<file path="src/rtl/spi_pkg.sv">
// rtl/spi_pkg.sv - shared state type and constants for spi_xfer_arbiter
// Imported by spi_rr_arbiter and spi_xfer_arbiter.
package spi_pkg;

  localparam int DATA_W       = 8;
  localparam int NUM_REQ      = 2;
  localparam int SHIFT_CYCLES = 9;
  localparam int CNT_W        = 4;
  localparam int GNT_W        = 1;

  typedef enum logic [2:0] {
    IDLE,
    LOAD,
    SHIFT,
    READ,
    FETCH,
    DONE
  } spi_xfer_state_t;

  function automatic logic [GNT_W-1:0] onehot_to_idx(input logic [NUM_REQ-1:0] oh);
    logic [GNT_W-1:0] idx;
    idx = '0;
    for (int i = 0; i < NUM_REQ; i++) begin
      if (oh[i]) idx = GNT_W'(i);
    end
    return idx;
  endfunction

endpackage

</file>
<file path="src/rtl/spi_rr_arbiter.sv">
// rtl/spi_rr_arbiter.sv - two-requester grant logic
// Round-robin when SPI_XFER_RR_EN is defined, fixed priority (requester 0 first) otherwise.
module spi_rr_arbiter
  import spi_pkg::*;
(
  input  logic               clk,
  input  logic               rst,
  input  logic [NUM_REQ-1:0] req,
  input  logic               update,
  output logic [NUM_REQ-1:0] gnt
);

`ifdef SPI_XFER_RR_EN
  // ptr_q names the requester that wins the next tie.
  logic ptr_q;
  logic ptr_d;

  always_comb begin
    gnt = '0;
    if (req == 2'b11) begin
      gnt[ptr_q] = 1'b1;
    end else begin
      gnt = req;
    end
  end

  always_comb begin
    ptr_d = ptr_q;
    if (update && (|gnt)) begin
      ptr_d = gnt[0];
    end
  end

  always_ff @(posedge clk or posedge rst) begin
    if (rst) begin
      ptr_q <= 1'b0;
    end else begin
      ptr_q <= ptr_d;
    end
  end
`else
  always_comb begin
    gnt = '0;
    if (req[0]) begin
      gnt[0] = 1'b1;
    end else if (req[1]) begin
      gnt[1] = 1'b1;
    end
  end

  logic unused_ctrl;
  assign unused_ctrl = clk ^ rst ^ update;
`endif

endmodule

</file>
<file path="src/rtl/spi_xfer_arbiter.sv">
// rtl/spi_xfer_arbiter.sv - arbitrates two requesters onto one SPI master with fixed 13-cycle latency
// Arbitration mode selected by SPI_XFER_RR_EN (see spi_rr_arbiter).
module spi_xfer_arbiter
  import spi_pkg::*;
(
  input  logic               mclk,
  input  logic               rst,
  input  logic [NUM_REQ-1:0] req,
  input  logic [DATA_W-1:0]  wdata0,
  input  logic [DATA_W-1:0]  wdata1,
  output logic [NUM_REQ-1:0] done,
  output logic [DATA_W-1:0]  rdata,
  output logic               busy,
  output logic               m_start,
  output logic               m_load,
  output logic               m_read,
  output logic [DATA_W-1:0]  m_data_in,
  input  logic [DATA_W-1:0]  m_data_out
);

  spi_xfer_state_t    state_q;
  logic [CNT_W-1:0]   cnt_q;
  logic [GNT_W-1:0]   gnt_q;
  logic [DATA_W-1:0]  rdata_q;
  logic [NUM_REQ-1:0] arb_gnt;
  logic               arb_update;

  // Requests are only looked at in IDLE, so a grant is frozen for the whole transfer.
  assign arb_update = (state_q == IDLE) && (|req);

  spi_rr_arbiter u_arb (
    .clk    (mclk),
    .rst    (rst),
    .req    (req),
    .update (arb_update),
    .gnt    (arb_gnt)
  );

  always_ff @(posedge mclk or posedge rst) begin
    if (rst) begin
      state_q <= IDLE;
      cnt_q   <= '0;
      gnt_q   <= '0;
      rdata_q <= '0;
    end else begin
      case (state_q)
        IDLE: begin
          if (arb_update) begin
            gnt_q   <= onehot_to_idx(arb_gnt);
            state_q <= LOAD;
          end
        end
        LOAD: begin
          cnt_q   <= '0;
          state_q <= SHIFT;
        end
        SHIFT: begin
          if (cnt_q == CNT_W'(SHIFT_CYCLES - 1)) begin
            cnt_q   <= '0;
            state_q <= READ;
          end else begin
            cnt_q <= cnt_q + 1'b1;
          end
        end
        READ: begin
          state_q <= FETCH;
        end
        FETCH: begin
          rdata_q <= m_data_out;
          state_q <= DONE;
        end
        DONE: begin
          state_q <= IDLE;
        end
        default: begin
          state_q <= IDLE;
        end
      endcase
    end
  end

  // Strobes decode straight from state so reset clears them without waiting for a clock.
  always_comb begin
    m_start   = 1'b0;
    m_load    = 1'b0;
    m_read    = 1'b0;
    m_data_in = '0;
    done      = '0;
    case (state_q)
      LOAD: begin
        m_start   = 1'b1;
        m_load    = 1'b1;
        m_data_in = gnt_q[0] ? wdata1 : wdata0;
      end
      SHIFT: begin
        m_start = 1'b1;
      end
      READ: begin
        m_start = 1'b1;
        m_read  = 1'b1;
      end
      FETCH: begin
        m_read = 1'b1;
      end
      DONE: begin
        done[gnt_q] = 1'b1;
      end
      default: begin
      end
    endcase
  end

  assign busy  = (state_q != IDLE);
  assign rdata = rdata_q;

endmodule

</file>
<file path="config.mk">
export PLATFORM = sky130hd
export DESIGN_NAME = spi_xfer_arbiter
export DESIGN_NICKNAME = d
export VERILOG_FILES = /design/src/rtl/spi_pkg.sv /design/src/rtl/spi_rr_arbiter.sv /design/src/rtl/spi_xfer_arbiter.sv
export SDC_FILE = /design/constraint.sdc
export NUM_CORES = 1
export LEC_CHECK = 0
export BUFFER_PORTS_ARGS = -buffer_cell sky130_fd_sc_hd__buf_2
export CAP_MARGIN = 30
export CORE_ASPECT_RATIO = 1.5
export CORE_MARGIN = 8
export CORE_UTILIZATION = 35
export DETAILED_ROUTE_END_ITERATION = 16
export MAX_ROUTING_LAYER = met4
export PLACE_DENSITY = 0.67
export RECOVER_POWER = 50
export SYNTH_ARGS = -nofsm -noshare
export SYNTH_HDL_FRONTEND = slang
export SYNTH_SLANG_ARGS = --single-unit
export TNS_END_PERCENT = 10
</file>
<file path="constraint.sdc">
create_clock -name mclk -period 1.4 [get_ports mclk]
set_input_delay 0.28 -clock mclk [delete_from_list [all_inputs] [get_ports mclk]]
set_output_delay 0.28 -clock mclk [all_outputs]
set_load 0.1 [all_outputs]
</file>
==> out/qor.txt, run 1 <==
CTS tree: yes
Netlist Area Pre-Place: 960 um2
Top cell type's share of synthesized area: 41.7%
Setup TNS: -3.41 ns
Critical path's slowest cell: dfrtp_1
R2r setup slk: -0.04 ns
GRT Overall Usage: 12.2%
Synth async-reset ratio: 100%
Critical path cell sequence: and2b_1, nand2b_1, buf_6, clkinvlp_4, buf_12
Final Hold Viols: 0
Commonest cells after routing, fill and taps aside: buf_2, dfrtp_1, buf_12
Area contributors post-synth: dfrtp_1, mux2_4, mux2i_1
Fin nets: 187
Area leader, netlist: dfrtp_1
# IOs: 50
Vias in the first global route: 1049
GP Congestion: 0.836
Final setup viols: 22
Worst-path fanout max: 4
Antenna Cells: 0
Hold Slack: 0.0938 ns
Core ar.: 0.00265 mm2
Sequential area share after synthesis: 41.7%
Port Buffers: 49
Hold WC Path Type: input pin to asynchronous set/reset pin
Vias/cell: 4.88
DR pass1 iterations: 4
Tcrit/Tclk final: 120%
Worst r2r src: state_q[0]
TritonCTS Sinks: 16
Worst-Margin Slew: 0.606 ns
Max Clock Skew: 0.00594 ns
Worst-path clk slew: 0.07 ns
Fill count: 224
Die area: 0.00471 mm2
Post-synth EDFFs: 0
WL final: 2730 um
Sequential Area: 402 um2
Multi-input logic area: 597 um2
Crit path arrival time: 1.40 ns
Slowest stage delay, CP: 0.40 ns
Die Y: 80.1 um
Die X: 58.8 um
Largest net degree at the start of global routing: 17
Min Tclk post-route: 1.68 ns
Post-CTS Hold Fix Bufs: 0
Dpl hpwl: 2250 um
CTS max path bufs: 2
Ys flop type: dfrtp_1
Area Growth Syn to Fin: 79.4%
Cells after synthesis: 94
Share of cells above drive strength 1: 59.6%
RSZ-0062 raised after global routing: true
Grt ovf: 0
Final WS setup: -0.276 ns
Flops & latches, synth: 16
H-tree level count: 1
Routed WL per cell: 14.2 um
Drt initial violations: 17
Std-Cell Rows: 23
Synthesized area per cell: 10.2 um2
Num CTS Buffers: 3
Synthesized Nets: 124
Failing checks: setup timing
Initial antenna violation count: 0
Via count: 942
Relative slew slack: 59.6%
CP Capture Type: primary output
Clk_lat worst skew: 0.25 ns
Final Slew Violations: 0
Residual DRC: 0
Max Cap Viol: 0
Highest clock rate: 0.596 GHz
First-pass GRT wire length: 4570 um
DRT antenna net count: 0
Root Buffer: clkbuf_8
Synth unique cells: 30
Yosys warning total: 0
CP Launch Point: state_q[0]
Starting Density: 36.2%
CP Class: register to primary output
Commonest non-fill, non-tap cell in the layout: buf_2
Status: complete, but fails checks
Worst EP required: 1.12 ns
Setup crit start kind: register
[cell families after synthesis]
kind of cell	count (synthesis)	synth area share [%]
AOI/OAI and AO/OA	16	10.3
muxes	16	20.9
and+or+nand+nor	30	16.0
xor gates and xnor gates	2	1.83
adders and majority gates	2	2.61
buffers and inverters	12	6.65
DFF	16	41.7
[worst max-delay path: cells and delay by family (launching register included)]
family                 cells  cell delay [ns]
AND/OR/NAND/NOR            2             0.31
flip-flops                 1             0.40
buffers and inverters      3             0.43
[area by class of cell]
class                           count  share of cell area, %
Multi-Input combinational cell     66                   34.7
Inverter                            6                   1.53
Clock buffer                        4                   3.20
Timing Repair Buffer               64                   34.6
Tap cell                           37                   2.69
Sequential cell                    16                   23.3
[metal layers]
layer / track usage [%] / part of all wire [%] / vias up
li1: - / - / 446
met1: 13.0 / 40 / 441
met2: 21.1 / 48 / 53
met3: 4.15 / 11 / 2
met4: 2.88 / 0.37 / 0
met5: - / 0 / -
[sequential cells by signal, indices dropped and copies added (netlist names)]
name	cells
rdata	8
gnt_q	1
cnt_q	4
state_q	3
[what timing repair did]
item | 4_1_cts | 5_1_grt
setup endpoints to repair | 14 | 22
gates resized for setup | 6 | 2
pin swaps | 10 | 0
buffers inserted | 1 | 0
[synth_stat cells, types with 2 or more instances]
cell	number
a22oi_1	2
nor2_1	12
a21oi_1	5
dfrtp_1	16
buf_2	3
nand3_1	2
mux2_4	8
nand3b_1	2
o21bai_1	2
inv_1	6
buf_6	2
mux2i_1	8
nand2b_1	2
ha_1	2
o21ai_0	4
nand2_1	4
[through the flow]
step                      cells  utilization, %  setup slack (ns)  cell area (um2)
after floorplan              94               -            -0.216             1060
after global placement      188            61.5           -0.0440             1630
after detailed placement    188            61.5           -0.0903             1630
after CTS                   193            64.7            -0.274             1710
after global routing        193            65.0            -0.346             1720
final                       193            65.0            -0.276             1720
[worst paths after layout]
kind / cells after the start / endpoint
max reg2reg: 6 / rdata[3]
min reg2reg: 1 / rdata[4]
max: 5 / m_load
min in group mclk: 2 / gnt_q
max in group asynchronous: 2 / gnt_q
min: 2 / cnt_q[3]
Power of run 1 is left out: the tool's default activity adds up to more than one toggle a clock period on the data nets, which glitch-free logic cannot reach.
==> run 2: changes to the inputs <==
REMOVE_ABC_BUFFERS = 1   (was default)
==> run 2 against run 1 <==
Compared with the run above: the flow still finishes with violations (setup timing); cell area is 1.2% lower; sequential share of layout area is 0.22 points higher; clock skew fell by 0.0018 ns; fmax shrank 0.68%; hold slack lost 0.0052 ns; highest routed layer unchanged; routed wire length increased by 9.3%; via count is 0.42% lower; critical path depth fell by 1; final cell count down 1.6%; worst setup slack got worse by 0.011 ns; sequential cell count did not move; die area unchanged.
==> out/qor.txt, run 2 (synthesis gave the netlist of run 1 again) <==
Worst R2R End: rdata[2]
First-pass GRT wire length: 4690 um (+2.6%)
CTS max path bufs: 2 (unchanged)
Crit path arrival time: 1.41 ns (about the same)
DP Area: 0.00149 mm2 (-8.4%)
Initial antenna violation count: 0 (unchanged)
Hold WC Path Type: input pin to asynchronous set/reset pin
Fin nets: 184 (-1.6%)
Min Tclk post-route: 1.69 ns (+0.0114 ns)
Std-Cell Rows: 23 (unchanged)
CP Class: register to primary output
Die Y: 80.1 um (unchanged)
Setup TNS: -3.32 ns (+0.0890 ns)
R2r setup slk: 0.01 ns (+0.05 ns)
Final Slew Violations: 0 (unchanged)
Status: complete, but fails checks
RSZ-0062 raised after global routing: true
Root Buffer: clkbuf_8
Vias/cell: 4.94 (+1.1%)
GRT Overall Usage: 12.9% (+0.72 points)
CP Capture Type: primary output
Failing checks: setup timing
Share of cells above drive strength 1: 64.1% (+4.4 points)
Max Cap Viol: 0 (unchanged)
Via count: 938 (-0.42%)
Area Growth Syn to Fin: 77.2%
Tcrit/Tclk final: 121% (+0.81 points)
Clk_lat worst skew: 0.25 ns (about the same)
H-tree level count: 1 (unchanged)
Final Cell Area: 0.00170 mm2 (-1.2%)
Grt ovf: 0 (unchanged)
Commonest cells after routing, fill and taps aside: buf_2, dfrtp_1, buf_12
Worst-path clk slew: 0.06 ns (about the same)
Layout Cells excl Fill: 190 (-1.6%)
Highest clock rate: 0.592 GHz (-0.68%)
DRT antenna net count: 0 (unchanged)
CTS tree: yes
Port Buffers: 49 (unchanged)
Commonest non-fill, non-tap cell in the layout: buf_2
Dpl hpwl: 2230 um (-1.0%)
Antenna Cells: 0 (unchanged)
Starting Density: 36.2% (unchanged)
Setup crit start kind: register
Max Clock Skew: 0.00416 ns (-0.00177 ns)
Largest net degree at the start of global routing: 17 (unchanged)
WL final: 2990 um (+9.3%)
TritonCTS Sinks: 16 (unchanged)
Worst-path fanout max: 4 (unchanged)
Die area: 0.00471 mm2 (unchanged)
Routed WL per cell: 15.7 um (+11%)
Worst EP required: 1.12 ns (about the same)
Drt initial violations: 25 (+8)
Die X: 58.8 um (unchanged)
Final WS setup: -0.288 ns (-0.0114 ns)
Core ar.: 0.00265 mm2 (unchanged)
DR pass1 iterations: 4 (unchanged)
Residual DRC: 0 (unchanged)
Worst reg-to-reg path cell count: 5 (-1)
Final setup viols: 14 (-36%)
Relative slew slack: 59.8% (+0.23 points)
Vias in the first global route: 1023 (-2.5%)
GP Congestion: 0.810 (-3.1%)
# IOs: 50 (unchanged)
Num CTS Buffers: 3 (unchanged)
Worst-Margin Slew: 0.602 ns (-0.00344 ns)
Inst Count DP: 184 (-2.1%)
Worst r2r src: state_q[1]
Final Hold Viols: 0 (unchanged)
Largest register FFs: 8 (unchanged)
## run 2: cell count changes in the layout (fill, tap and decap cells not counted), moves of 2 or more
cell,delta
mux2i_1,-6
mux2i_2,+4
nor2_2,+4
nor2_4,-4
buf_6,-2
mux2i_4,+2
## run 2: area by class of cell
cell class                 count  area [um2]
clock buffer                   4        55.1
fill                         216         947
inverter                       6        22.5
multi-input combinational     67         631
sequential                    16         400
tap                           37        46.3
timing repair buffer          60         546
## run 2: how the worst max path moves through the flow
stage,startpoint,end,slack (ns),cells past startpoint
floorplan,state_q[0],m_data_in[0],-1.07,3
global placement,state_q[1],m_data_in[0],-0.07,4
detailed placement,state_q[1],m_data_in[6],-0.09,4
CTS,state_q[1],m_read,-0.27,5
global route,state_q[0],m_data_in[2],-0.33,4
finish,state_q[0],done[1],-0.29,4
## run 2: routing by layer
layer	GRT usage [%]	routed length, um	part of all wire [%]
met1	13.0	1170	39
met2	22.5	1490	50
met3	4.47	284	9.5
met4	4.33	36	1.2
met5	-	0	0
## run 2: timing repair
| action | 4_1_cts | 5_1_grt |
|---|---|---|
| setup buffers | 1 | 0 |
| pin swaps | 1 | 4 |
| gates resized for setup | 23 | 13 |
| endpoints found under the setup margin | 22 | 23 |
| cloned | 0 | 1 |
| hold buffers | 0 | 0 |
## run 2: stage by stage
stage | hold WS (ns) | setup WS [ns] | util [%]
after global routing | 0.148 | -0.333 | 64.2
after CTS | 0.111 | -0.273 | 61.4
after global placement | 0.367 | -0.0703 | 56.4
after floorplan | 0.194 | -1.07 | -
final | 0.0887 | -0.288 | 64.2
after detailed placement | 0.385 | -0.0947 | 56.4
## run 2: worst max-delay path, cell delays in order, from the launching register on
cell	delay (ns)
dfrtp_1	0.42
and2b_2	0.25
buf_4	0.15
and3_4	0.18
buf_12	0.16
Power of run 2 is left out for the same reason.
==> run 3: changes to the inputs <==
ABC_AREA = 1   (was default)
PLACE_DENSITY = 0.68   (was 0.67)
SYNTH_HIERARCHICAL = 1   (was default)
==> run 3 against run 2 <==
Compared with the run above: the run still ends with setup timing left; synthesized area shrank 8.3%; worst setup slack lost 0.0062 ns; hold slack lost 0.045 ns; critical path depth is the same; routed wire length grew 11%; count of clock-buffer cells in the layout is the same; cell area shrank 3.7%.
==> out/qor.txt, run 3 <==
Max Cap Viol: 0 (unchanged)
TritonCTS Sinks: 16 (unchanged)
Area Growth Syn to Fin: 86.2%
Worst EP required: 1.12 ns (about the same)
Inst Count DP: 200 (+8.7%)
First-pass GRT wire length: 5390 um (+15%)
Dpl hpwl: 2340 um (+5.1%)
Setup crit start kind: register
Crit path arrival time: 1.41 ns (about the same)
DRT antenna net count: 0 (unchanged)
CP Class: register to primary output
CTS tree: yes
DR pass1 iterations: 7 (+3)
Routed WL per cell: 16.0 um (+2.1%)
Worst-path clk slew: 0.10 ns (+0.04 ns)
Share of cells above drive strength 1: 47.8% (-16 points)
Port Buffers: 49 (unchanged)
Clk_lat worst skew: 0.29 ns (+0.04 ns)
Final WS setup: -0.294 ns (-0.00616 ns)
Max Clock Skew: 0.00445 ns (+0.000289 ns)
Yosys warning total: 6 (+6)
Vias/cell: 5.13 (+3.8%)
Residual DRC: 0 (unchanged)
Root Buffer: clkbuf_4
Fin nets: 213 (+16%)
Worst R2R End: cnt_q[0]
Num CTS Buffers: 3 (unchanged)
RSZ-0062 raised after global routing: true
Final setup viols: 14 (unchanged)
CTS max path bufs: 2 (unchanged)
H-tree level count: 1 (unchanged)
Vias in the first global route: 1138 (+11%)
DP Area: 0.00141 mm2 (-5.7%)
Die X: 56.9 um (-3.1%)
Worst-Margin Slew: 0.615 ns (+0.0127 ns)
CP Capture Type: primary output
Min Tclk post-route: 1.69 ns (+0.00615 ns)
Synthesized area per cell: 7.21 um2 (-29%)
Final Hold Viols: 0 (unchanged)
Netlist Area Pre-Place: 880 um2 (-8.3%)
Starting Density: 36.3% (+0.064 points)
Std-Cell Rows: 22 (-4.3%)
Post-CTS Hold Fix Bufs: 0 (unchanged)
Final Cell Area: 0.00164 mm2 (-3.7%)
Commonest cells after routing, fill and taps aside: nand2_1, buf_2, dfrtp_1
Final Slew Violations: 0 (unchanged)
Die Y: 77.4 um (-3.4%)
Worst reg-to-reg path cell count: 7 (+2)
Failing checks: setup timing
Initial antenna violation count: 0 (unchanged)
Tcrit/Tclk final: 121% (+0.44 points)
Largest register FFs: 8 (unchanged)
Antenna Cells: 0 (unchanged)
Layout Cells excl Fill: 206 (+8.4%)
Via count: 1056 (+13%)
Worst r2r src: state_q[2]
GP Congestion: 0.774 (-4.4%)
Highest clock rate: 0.590 GHz (-0.36%)
R2r setup slk: 0.14 ns (+0.13 ns)
Worst-path fanout max: 5 (+1)
Cells after synthesis: 122 (+30%)
GRT Overall Usage: 14.9% (+2.0 points)
WL final: 3310 um (+11%)
Fill count: 185 (-14%)
Die area: 0.00441 mm2 (-6.4%)
Grt ovf: 0 (unchanged)
# IOs: 50 (unchanged)
Hold WC Path Type: input pin to asynchronous set/reset pin
Commonest non-fill, non-tap cell in the layout: nand2_1
Drt initial violations: 25 (unchanged)
Status: complete, but fails checks
Core ar.: 0.00242 mm2 (-8.5%)
Largest net degree at the start of global routing: 17 (unchanged)
Relative slew slack: 59.0% (-0.85 points)
[run 3: timing repair]
item                       CTS  global route
cloned                       1             0
setup endpoints to repair   14            14
setup buffers                1             0
resized for setup           33             7
pin swaps                    2             1
[run 3: worst max-delay path by stage]
| stage | cells after the start | endpoint | from |
|---|---|---|---|
| 6_report | 4 | m_data_in[5] | state_q[1] |
| 3_3_place_gp | 4 | m_data_in[4] | state_q[1] |
| 3_5_place_dp | 4 | m_data_in[4] | state_q[1] |
| 2_1_floorplan | 3 | m_data_in[0] | state_q[2] |
| 5_1_grt | 4 | m_data_in[5] | state_q[1] |
| 4_1_cts | 4 | m_data_in[4] | state_q[2] |
[run 3: worst max-delay path: stages, from the launching register on]
cell     delay (ns)
dfrtp_1        0.42
inv_2          0.13
nand3_4        0.17
a21oi_2        0.20
buf_12         0.20
[run 3: layout make-up]
type / count / area, um2 / share of cell area [%]
inverter: 15 / 57.6 / 3.51
sequential: 16 / 402 / 24.5
timing repair buffer: 58 / 542 / 33.1
tap: 24 / 30.0 / 1.83
multi-input combinational: 89 / 571 / 34.8
clock buffer: 4 / 36.3 / 2.22
[run 3: per-stage QoR]
| step | worst slack [ns] | setup TNS [ns] | hold WS [ns] | utilization, % |
|---|---|---|---|---|
| after global routing | -0.353 | -4.02 | 0.106 | 67.6 |
| after floorplan | -1.14 | -13.54 | 0.194 | - |
| after detailed placement | -0.0679 | -0.112 | 0.391 | 58.1 |
| final | -0.294 | -3.37 | 0.0439 | 67.6 |
| after CTS | -0.236 | -2.96 | 0.0753 | 66.3 |
| after global placement | -0.0353 | -0.0353 | 0.376 | 58.1 |
[run 3: metal layers]
metal  vias up  GRT usage [%]  share of wire, %
met4         0           4.48               1.9
met2        52           27.0                57
met5         -              -                 0
li1        509              -                 -
met1       487           15.0                34
met3         8           3.75               6.8
Power of run 3 is left out for the same reason.
